File: src/rtl/pipeline_ctrl_if.sv
// Hazard/stall request inputs and per-stage register controls of the pipeline sequencer.
// The master side is the sequencer; the slave side is the pipeline datapath.
interface pipeline_ctrl_if;
    logic hazard_stall;
    logic branch_taken;
    logic mdu_start;
    logic dmem_req;
    logic dmem_ready;

    logic pc_en;
    logic ifid_en;
    logic ifid_flush;
    logic idex_en;
    logic idex_flush;
    logic exmem_en;
    logic exmem_flush;
    logic memwb_en;
    logic mdu_busy;
    logic mdu_done;
    logic mem_err;

    modport master (
        input  hazard_stall, branch_taken, mdu_start, dmem_req, dmem_ready,
        output pc_en, ifid_en, ifid_flush, idex_en, idex_flush,
        output exmem_en, exmem_flush, memwb_en, mdu_busy, mdu_done, mem_err
    );

    modport slave (
        output hazard_stall, branch_taken, mdu_start, dmem_req, dmem_ready,
        input  pc_en, ifid_en, ifid_flush, idex_en, idex_flush,
        input  exmem_en, exmem_flush, memwb_en, mdu_busy, mdu_done, mem_err
    );
endinterface

File: src/rtl/pipeline_ctrl.sv
// Stall/flush sequencer for the 5-stage pipeline: arbitrates memory wait, MDU occupancy,
// hazard bubbles and branch flushes, with a memory-timeout trap and a stall counter.
module pipeline_ctrl #(
    parameter int MDU_LATENCY = 4,
    parameter int MEM_TIMEOUT = 64,
    parameter int CNT_W       = 32
) (
    input  logic              clk,
    input  logic              rst_n,
    pipeline_ctrl_if.master   ctrl,
    input  logic              stall_count_clr,
    output logic [CNT_W-1:0]  stall_count
);

    typedef enum logic [1:0] {
        INIT     = 2'd0,
        RUN      = 2'd1,
        MDU_WAIT = 2'd2,
        ERROR    = 2'd3
    } ctrlState_e;

    localparam logic [7:0]  MDU_LOAD = 8'(MDU_LATENCY - 1);
    localparam logic [15:0] TO_LAST  = 16'(MEM_TIMEOUT - 1);

    ctrlState_e       state;
    ctrlState_e       nextState;
    logic [7:0]       mduCnt;
    logic [7:0]       mduCntNext;
    logic [15:0]      toCnt;
    logic [15:0]      toCntNext;
    logic [CNT_W-1:0] stallCountNext;
    logic             memFreeze;
    logic             active;

    assign memFreeze = ctrl.dmem_req & ~ctrl.dmem_ready;
    assign active    = (state == RUN) || (state == MDU_WAIT);

    // NOTE: sequential state uses non-blocking assignments so every register samples
    // the pre-edge value of its neighbours, independent of statement order.
    always_ff @(posedge clk or negedge rst_n) begin
        if (!rst_n) begin
            state       <= INIT;
            mduCnt      <= '0;
            toCnt       <= '0;
            stall_count <= '0;
        end else begin
            state       <= nextState;
            mduCnt      <= mduCntNext;
            toCnt       <= toCntNext;
            stall_count <= stallCountNext;
        end
    end

    // NOTE: every signal written here gets a default first, so no path leaves a
    // value unassigned and no latch is inferred.
    always_comb begin
        nextState        = state;
        mduCntNext       = mduCnt;
        toCntNext        = '0;
        ctrl.pc_en       = 1'b0;
        ctrl.ifid_en     = 1'b0;
        ctrl.ifid_flush  = 1'b0;
        ctrl.idex_en     = 1'b0;
        ctrl.idex_flush  = 1'b0;
        ctrl.exmem_en    = 1'b0;
        ctrl.exmem_flush = 1'b0;
        ctrl.memwb_en    = 1'b0;
        ctrl.mdu_busy    = (state == MDU_WAIT);
        ctrl.mdu_done    = 1'b0;
        ctrl.mem_err     = 1'b0;

        if (active && memFreeze) begin
            // Whole pipeline holds; the MDU countdown pauses with it.
            toCntNext = toCnt + 16'd1;
            if (toCnt == TO_LAST) begin
                nextState = ERROR;
            end
        end else begin
            case (state)
                INIT: begin
                    ctrl.ifid_flush  = 1'b1;
                    ctrl.idex_flush  = 1'b1;
                    ctrl.exmem_flush = 1'b1;
                    nextState        = RUN;
                end

                RUN: begin
                    if (ctrl.mdu_start) begin
                        ctrl.exmem_flush = 1'b1;
                        ctrl.exmem_en    = 1'b1;
                        ctrl.memwb_en    = 1'b1;
                        mduCntNext       = MDU_LOAD;
                        nextState        = MDU_WAIT;
                    end else if (ctrl.hazard_stall) begin
                        ctrl.idex_flush = 1'b1;
                        ctrl.idex_en    = 1'b1;
                        ctrl.exmem_en   = 1'b1;
                        ctrl.memwb_en   = 1'b1;
                    end else begin
                        ctrl.ifid_flush = ctrl.branch_taken;
                        ctrl.pc_en      = 1'b1;
                        ctrl.ifid_en    = 1'b1;
                        ctrl.idex_en    = 1'b1;
                        ctrl.exmem_en   = 1'b1;
                        ctrl.memwb_en   = 1'b1;
                    end
                end

                MDU_WAIT: begin
                    if (mduCnt != 8'd0) begin
                        ctrl.exmem_flush = 1'b1;
                        ctrl.exmem_en    = 1'b1;
                        ctrl.memwb_en    = 1'b1;
                        mduCntNext       = mduCnt - 8'd1;
                    end else begin
                        ctrl.pc_en    = 1'b1;
                        ctrl.ifid_en  = 1'b1;
                        ctrl.idex_en  = 1'b1;
                        ctrl.exmem_en = 1'b1;
                        ctrl.memwb_en = 1'b1;
                        ctrl.mdu_done = 1'b1;
                        nextState     = RUN;
                    end
                end

                ERROR: begin
                    ctrl.mem_err = 1'b1;
                end

                default: begin
                    nextState = INIT;
                end
            endcase
        end
    end

    // Clear wins over increment; the count only advances while the pipeline is live.
    always_comb begin
        stallCountNext = stall_count;
        if (stall_count_clr) begin
            stallCountNext = '0;
        end else if (active && !ctrl.pc_en && (stall_count != '1)) begin
            stallCountNext = stall_count + CNT_W'(1);
        end
    end

endmodule

File: src/flat_wrapper.sv
// flat-port wrapper written by rule: the top's interface ports become plain ports
module pipeline_ctrl_flat 
#(
    parameter int MDU_LATENCY = 4,
    parameter int MEM_TIMEOUT = 64,
    parameter int CNT_W       = 32
)
  (clk, rst_n, stall_count_clr, stall_count, ctrl_hazard_stall, ctrl_branch_taken, ctrl_mdu_start, ctrl_dmem_req, ctrl_dmem_ready, ctrl_pc_en, ctrl_ifid_en, ctrl_ifid_flush, ctrl_idex_en, ctrl_idex_flush, ctrl_exmem_en, ctrl_exmem_flush, ctrl_memwb_en, ctrl_mdu_busy, ctrl_mdu_done, ctrl_mem_err);
  pipeline_ctrl_if ctrl_i ();
  input  logic clk;
  input  logic rst_n;
  input  logic stall_count_clr;
  output logic [CNT_W-1:0] stall_count;
  input wire logic [$bits(ctrl_i.hazard_stall)-1:0] ctrl_hazard_stall;
  input wire logic [$bits(ctrl_i.branch_taken)-1:0] ctrl_branch_taken;
  input wire logic [$bits(ctrl_i.mdu_start)-1:0] ctrl_mdu_start;
  input wire logic [$bits(ctrl_i.dmem_req)-1:0] ctrl_dmem_req;
  input wire logic [$bits(ctrl_i.dmem_ready)-1:0] ctrl_dmem_ready;
  output wire logic [$bits(ctrl_i.pc_en)-1:0] ctrl_pc_en;
  output wire logic [$bits(ctrl_i.ifid_en)-1:0] ctrl_ifid_en;
  output wire logic [$bits(ctrl_i.ifid_flush)-1:0] ctrl_ifid_flush;
  output wire logic [$bits(ctrl_i.idex_en)-1:0] ctrl_idex_en;
  output wire logic [$bits(ctrl_i.idex_flush)-1:0] ctrl_idex_flush;
  output wire logic [$bits(ctrl_i.exmem_en)-1:0] ctrl_exmem_en;
  output wire logic [$bits(ctrl_i.exmem_flush)-1:0] ctrl_exmem_flush;
  output wire logic [$bits(ctrl_i.memwb_en)-1:0] ctrl_memwb_en;
  output wire logic [$bits(ctrl_i.mdu_busy)-1:0] ctrl_mdu_busy;
  output wire logic [$bits(ctrl_i.mdu_done)-1:0] ctrl_mdu_done;
  output wire logic [$bits(ctrl_i.mem_err)-1:0] ctrl_mem_err;
  assign ctrl_i.hazard_stall = ctrl_hazard_stall;
  assign ctrl_i.branch_taken = ctrl_branch_taken;
  assign ctrl_i.mdu_start = ctrl_mdu_start;
  assign ctrl_i.dmem_req = ctrl_dmem_req;
  assign ctrl_i.dmem_ready = ctrl_dmem_ready;
  assign ctrl_pc_en = ctrl_i.pc_en;
  assign ctrl_ifid_en = ctrl_i.ifid_en;
  assign ctrl_ifid_flush = ctrl_i.ifid_flush;
  assign ctrl_idex_en = ctrl_i.idex_en;
  assign ctrl_idex_flush = ctrl_i.idex_flush;
  assign ctrl_exmem_en = ctrl_i.exmem_en;
  assign ctrl_exmem_flush = ctrl_i.exmem_flush;
  assign ctrl_memwb_en = ctrl_i.memwb_en;
  assign ctrl_mdu_busy = ctrl_i.mdu_busy;
  assign ctrl_mdu_done = ctrl_i.mdu_done;
  assign ctrl_mem_err = ctrl_i.mem_err;
  pipeline_ctrl #(.MDU_LATENCY(MDU_LATENCY), .MEM_TIMEOUT(MEM_TIMEOUT), .CNT_W(CNT_W)) u_core (.clk(clk), .rst_n(rst_n), .ctrl(ctrl_i), .stall_count_clr(stall_count_clr), .stall_count(stall_count));
endmodule
File: config.mk
export PLATFORM = sky130hd
export DESIGN_NAME = pipeline_ctrl_flat
export DESIGN_NICKNAME = d
export VERILOG_FILES = /design/src/rtl/pipeline_ctrl_if.sv /design/src/rtl/pipeline_ctrl.sv /design/src/flat_wrapper.sv
export SDC_FILE = /design/constraint.sdc
export NUM_CORES = 1
export LEC_CHECK = 0
export CORE_ASPECT_RATIO = 1.1
export CORE_MARGIN = 4
export CORE_UTILIZATION = 35
export CTS_CLUSTER_SIZE = 14
export DETAILED_ROUTE_END_ITERATION = 7
export PLACE_DENSITY = 0.54
export RECOVER_POWER = 100
export SETUP_SLACK_MARGIN = 0.4
export SYNTH_ARGS = -nofsm -noshare
export SYNTH_HDL_FRONTEND = slang
export SYNTH_SLANG_ARGS = --single-unit
File: constraint.sdc
create_clock -name clk -period 2.7 [get_ports clk]
set_input_delay 0.27 -clock clk [delete_from_list [all_inputs] [get_ports clk]]
set_output_delay 0.27 -clock clk [all_outputs]
set_load 0.01 [all_outputs]
======== After elaboration in Yosys (flattened, before gate mapping) ========
Index checks and enable logic that the tools add are counted.
storage, ports and cells
  memory bits (writable) .................. 0
  output and inout port bits .............. 43
  ROM bits ................................ 0
  bits in latches ......................... 0
  register bits after elaboration ......... 58
  word-level logic and storage cells ...... 70
  input port bits ......................... 8
  memories kept ........................... 0
cells by class
  magnitude comparators ................... 0
  div/mod/pow operators ................... 0
  equality and inequality tests ........... 10
  reduce and logical (&&, ||, !) cells .... 13
  add/sub/neg operators ................... 3
  bitwise gates (word level) .............. 3
  muxes and demuxes ....................... 37
  multipliers ............................. 0
  shifts and indexed selects .............. 0
operators with widths
  cell                                                                      number
  32-bit two-way mux                                                        2
  32-bit by 1-bit adder with 32-bit output (second input constant)          1
  32-bit inequality test (second input constant)                            1
  1-bit two-way mux                                                         21
  16-bit by 1-bit adder with 16-bit output (second input constant)          1
  16-bit by 6-bit == test with 1-bit output (second input constant)         1
  16-bit two-way mux                                                        1
  8-bit two-way mux                                                         2
  8-bit case mux with 2 select lines                                        1
  2-bit two-way mux                                                         4
  1-bit case mux with 2 select lines                                        4
  4-bit AND reduction                                                       2
  8-bit nonzero test                                                        1
  8-bit by 1-bit subtractor with 8-bit output (second input constant)       1
  2-bit case mux with 3 select lines                                        1
  2-bit == test (second input constant)                                     2
  2-bit inequality test (second input constant)                             2
  2-bit nonzero test                                                        2
  4-bit nonzero test                                                        1
  1-bit logical AND                                                         3
  3-bit by 2-bit inequality test with 1-bit output (second input constant)  1
  3-bit inequality test (second input constant)                             1
  1-bit case mux with 3 select lines                                        1
  2-bit by 1-bit == test with 1-bit output (second input constant)          1
  other kinds (7)                                                           8

======== Logic depth before layout (Yosys ltp) ========
  depth after elaboration ................. 9
  mapped depth ............................ 9
  mapped depth without buffers ............ 7

======== Worst setup path before layout ========
OpenSTA, ideal clock, no wires.
  kind .................................... flip-flop to flip-flop
  start ................................... register u_core.state[0]
  end ..................................... register u_core.stall_count[6]
  data required time ...................... 2575 ps
  clock period less this slack ............ 2202 ps
  path buffers ............................ 1
  data arrival time ....................... 2078 ps
  library setup time ...................... 125 ps
  cell stages (with the launch flop) ...... 9
  setup slack ............................. 498 ps
  cell sequence ........................... dfrtp_1 inv_1 ha_1 nor4bb_2 a211oi_4 nor2_2 buf_2 nor4_1 mux2_2
on the way
  longest elaborated chain between the ends .. 8
  elaborated cells between the ends (all ways) .. 10
  classes of those cells .................. eq/ne (2); mux (2); reduce/logical (6)
RTL lines
  what                                                                        RTL line              RTL
  start, declared                                                             pipeline_ctrl.sv:25   ctrlState_e state;
  start signal, assigned                                                      pipeline_ctrl.sv:47   state <= nextState;
  2-bit == test (*)                                                           -
  named net ctrl_mdu_busy                                                     flat_wrapper.sv:27    output wire logic [$bits(ctrl_i.mdu_busy)-1:0] ctrl_mdu_busy;
  branches (longest 4 deep; another with 1-bit case mux with 2 select lines)  -
  1-bit logical AND (*) (2 in series)                                         pipeline_ctrl.sv:142  end else if (active && !ctrl.pc_en && (stall_count != '1)) begin
  2-bit nonzero test (no line) (*)                                            -
  end signal, assigned                                                        pipeline_ctrl.sv:50   stall_count <= stallCountNext;
  end, declared                                                               pipeline_ctrl.sv:12   output logic [CNT_W-1:0] stall_count
Mark *: on every way through the listed nets, which the timed path passes.
A chain may end at the register's enable or synchronous reset.

======== Worst setup path after layout ========
  start ................................... register u_core.state[1]
  end ..................................... register u_core.state[0]
on the way
  longest elaborated chain between the ends .. 5
  elaborated cells between the ends (all ways) .. 12
  classes of those cells .................. eq/ne (5); mux (2); reduce/logical (5)
RTL lines
  what                                                                                      RTL line                                  RTL
  2-bit by 1-bit == test with 1-bit output / 2-bit == test (equally long branches)          pipeline_ctrl.sv:36, pipeline_ctrl.sv:79
  1-bit logical OR                                                                          pipeline_ctrl.sv:36                       assign active = (state == RUN) || (state == MDU_WAIT);
  1-bit logical AND                                                                         pipeline_ctrl.sv:72                       if (active && memFreeze) begin
  3-bit by 2-bit inequality test with 1-bit output (no line), or another cell as far along  -
  4-bit AND reduction (no line)                                                             -
Several ways; a longest one is shown, not always the timed one.

==> flow_summary_export.csv <==
group,metric,value,unit
finish,syn2layout_area_growth,32.8,%
detailed_routing,routed_wl,8640,µm
power_and_ir_drop,p_leak,1.88,nW
finish,stdcell_count,567,
place,place_ws,0.316,ns
logic_synthesis,avgSynthCellArea,9.19,µm²
logic_synthesis,syn_nets,384,
critical_path,path_max_fanout,9,
global_routing,grt_pass1_vias,2985,
place,dp_hpwl,5980,µm
clock_network,root_buffer,"clkbuf_8",
logic_synthesis,async_flop_share,100,%
critical_path,path_class,"reg2reg",
place,placed_cells,536,
global_routing,antenna_found_initial,0,
critical_path,cp-end-kind,"flip-flop",
logic_synthesis,synth-edff-count,0,
place,gp_congestion,0.823,
logic_synthesis,yosysSeqAreaShare,42.9,%
critical_path,worst_ep_required_time,2.91,ns
die,initial_core_util,36.0,%
clock_network,clock_latency,0.33,ns
finish,layout-drive-gt1-share,16.7,%
detailed_routing,met1_length,4130,µm
clock_network,clock-sinks,58,
detailed_routing,highest_layer,"met4",
min_path,hp-class,"reg2reg",
timing,worstMarginPinSlew,1.40,ns
logic_synthesis,synth.distinct_cells,54,
logic_synthesis,synth_area,3380,µm²
detailed_routing,viasPerCell,5.46,
timing,drv_slew,0,
logic_synthesis,synth_cells,368,
logic_synthesis,ys_warn_count,0,
timing,worst_slack,0.344,ns
logic_synthesis,synth-main-ff-cell,"dfrtp_1",
critical_path,r2r_setup_slack,0.34,ns
detailed_routing,first_pass_iters,4,
global_routing,grt_pass1_wl,14400,µm
die,fp.dieH,111,µm
global_routing,grt_max_degree,34,
timing,grt_setup_unrepaired,"yes",
logic_synthesis,netlist.area_leader.share,42.9,%
timing,min_period,2.36,ns
timing,slew_headroom,6.39,%
critical_path,crit_arrival,2.57,ns
flow_run,cap_violations,0,
detailed_routing,drc_errors,0,
timing,fin_tns_setup,0,ns
global_routing,grt_overflow,0,
clock_network,cts-buffers-inserted,9,
clock_network,cts_max_level,3,
die,coreArea,9400,µm²
detailed_routing,dr_total_vias,3094,
clock_network,path_clk_slew,0.06,ns
global_routing,grt.total_usage,15.5,%
die,dieWidth,102,µm
run_status,run_status,"finished, final reports clean",
die,dieArea,11300,µm²
detailed_routing,wl_met2,4150,µm
detailed_routing,drt-initial-drc-count,127,
timing,fin_skew,0.00684,ns
detailed_routing,wl_met3,288,µm
power_and_ir_drop,p_total,3.07,mW
timing,maxClockFrequency,0.425,GHz
clock_network,cts.path.max_buffers,2,
critical_path,start_kind,"flip-flop",
die,ios,51,
clock_network,cts_tree,"built",
power_and_ir_drop,ir_drop,0.704,mV
timing,timing.final.crit_share,87.2,%
logic_synthesis,synth_area_leaders,"dfrtp_1, a21oi_1, o31ai_1, nor2_1, or4_1",
timing,hold_violations,0,
logic_synthesis,synth_top_area_cell,"dfrtp_1",
detailed_routing,antenna_left,0,
die,rows,37,
timing,setup_viol,0,
logic_synthesis,synth-seq-cells,58,
detailed_routing,wire_per_inst,15.2,µm
finish,antennaDiodeCount,0,
power_and_ir_drop,powerDensity,683,nW/µm²
place,io_buffers,50,
finish,fillers,925,
finish,nets,461,
[layer usage]
metal | global-route usage, % | vias to the layer above
met5 | 0 | -
met2 | 25.1 | 45
li1 | - | 1526
met3 | 2.64 | 8
met1 | 21.2 | 1515
met4 | 4.52 | 0
[state kept, by name (all words and copies together), names as in the netlist]
register / count
u_core.mduCnt: 8
u_core.stall_count: 32
u_core.state: 2
u_core.toCnt: 16
[through the flow]
| stage | utilization, % | hold slack, ns | instance area, µm² |
|---|---|---|---|
| 6_report | 47.8 | 0.468 | 4490 |
| 5_1_grt | 47.8 | 0.503 | 4490 |
| 4_1_cts | 46.7 | 0.463 | 4390 |
| 3_5_place_dp | 43.6 | 0.295 | 4100 |
| 3_3_place_gp | 43.6 | 0.295 | 4100 |
| 2_1_floorplan | - | -0.0256 | 3380 |
[cells by family (layout without fill, tap and decap cells)]
logic type	count (synthesis)	in the layout	synth area share, %
adders and majority gates	8	8	2.96
AOI/OAI and AO/OA	95	95	18.1
and+or+nand+nor	154	154	26.3
muxes	6	6	1.92
DFF	58	58	42.9
xor gates and xnor gates	13	13	3.37
buffers and inverters	34	116	4.44
[critical path, cell delays in order (launching register included)]
cell and delay [ns]:
dfrtp_1 0.42, inv_1 0.12, ha_1 0.34, and3b_2 0.22, buf_4 0.15, buf_4 0.18, clkbuf_1 0.14, nand4_1 0.08
nor2_1 0.06, a31oi_2 0.19, mux2_2 0.36
[cells in the final DEF (no fill, tap or decap), types with 3 or more instances in the layout]
master | Yosys | routed
clkdlybuf4s50_1 | 0 | 6
buf_4 | 4 | 24
or3_1 | 12 | 12
and4_1 | 5 | 5
dlygate4sd3_1 | 0 | 35
nor2b_1 | 3 | 3
o31ai_1 | 20 | 18
dfrtp_1 | 58 | 58
mux2_2 | 4 | 4
ha_4 | 0 | 3
dlygate4sd2_1 | 0 | 4
inv_1 | 15 | 13
nand2_1 | 20 | 19
a21oi_1 | 34 | 34
xor2_1 | 11 | 11
and2_1 | 5 | 5
o21ai_0 | 22 | 23
nand4_1 | 12 | 12
buf_6 | 0 | 3
clkbuf_1 | 9 | 7
ha_1 | 8 | 5
clkbuf_8 | 0 | 10
nor4_1 | 7 | 7
or4_1 | 17 | 16
nand3_1 | 18 | 18
nor2_1 | 37 | 37
[where the power goes]
| part | leakage, nW | switching (mW) | internal [mW] |
|---|---|---|---|
| Sequential | 0.794 | 0.0493 | 0.927 |
| Combinational | 0.973 | 0.670 | 0.528 |
| Clock | 0.109 | 0.349 | 0.542 |
| Total | 1.88 | 1.07 | 2.00 |
[synth_stat cells (2+ instances only)]
cell / instances
a21oi_1: 34
a311oi_1: 2
a31oi_1: 2
and2_1: 5
and4_1: 5
buf_2: 6
buf_4: 4
clkbuf_1: 9
dfrtp_1: 58
ha_1: 8
inv_1: 15
mux2_2: 4
mux2i_1: 2
nand2_1: 20
nand3_1: 18
nand3b_1: 2
nand4_1: 12
nor2_1: 37
nor2b_1: 3
nor3_1: 2
nor4_1: 7
o21ai_0: 22
o21ai_1: 2
o31ai_1: 20
o41ai_1: 2
or3_1: 12
or4_1: 17
xnor2_1: 2
xor2_1: 11
[what timing repair did]
item / in CTS / in global routing
gates cloned: 0 / 0
pin swaps: 3 / 13
endpoints found under the setup margin: 21 / 31
gates resized for setup: 16 / 29
hold endpoints to repair: 34 / 0
setup buffers: 4 / 10
hold buffers: 1 / 0
[final cells by class]
cell class                 instances  area (µm²)  area share (%)
timing repair buffer              85         747            16.6
multi-input combinational        276        1870            41.7
sequential                        58        1450            32.3
tap                              117         146            3.26
clock buffer                      11         141            3.15
inverter                          15        56.3            1.25
clock inverter                     5        77.6            1.73
[path summary, 6_finish.rpt]
path                                 start                      to  cells after the start
min                        u_core.toCnt[0]         u_core.toCnt[0]                      1
min in group asynchronous            rst_n  u_core.stall_count[11]                      3
min reg2reg                u_core.toCnt[0]         u_core.toCnt[0]                      1
max                        u_core.state[1]         u_core.state[0]                     10
max in group asynchronous            rst_n         u_core.toCnt[0]                      3
max reg2reg                u_core.state[1]         u_core.state[0]                     10
Note: power is estimated with default switching activity, not from simulation.
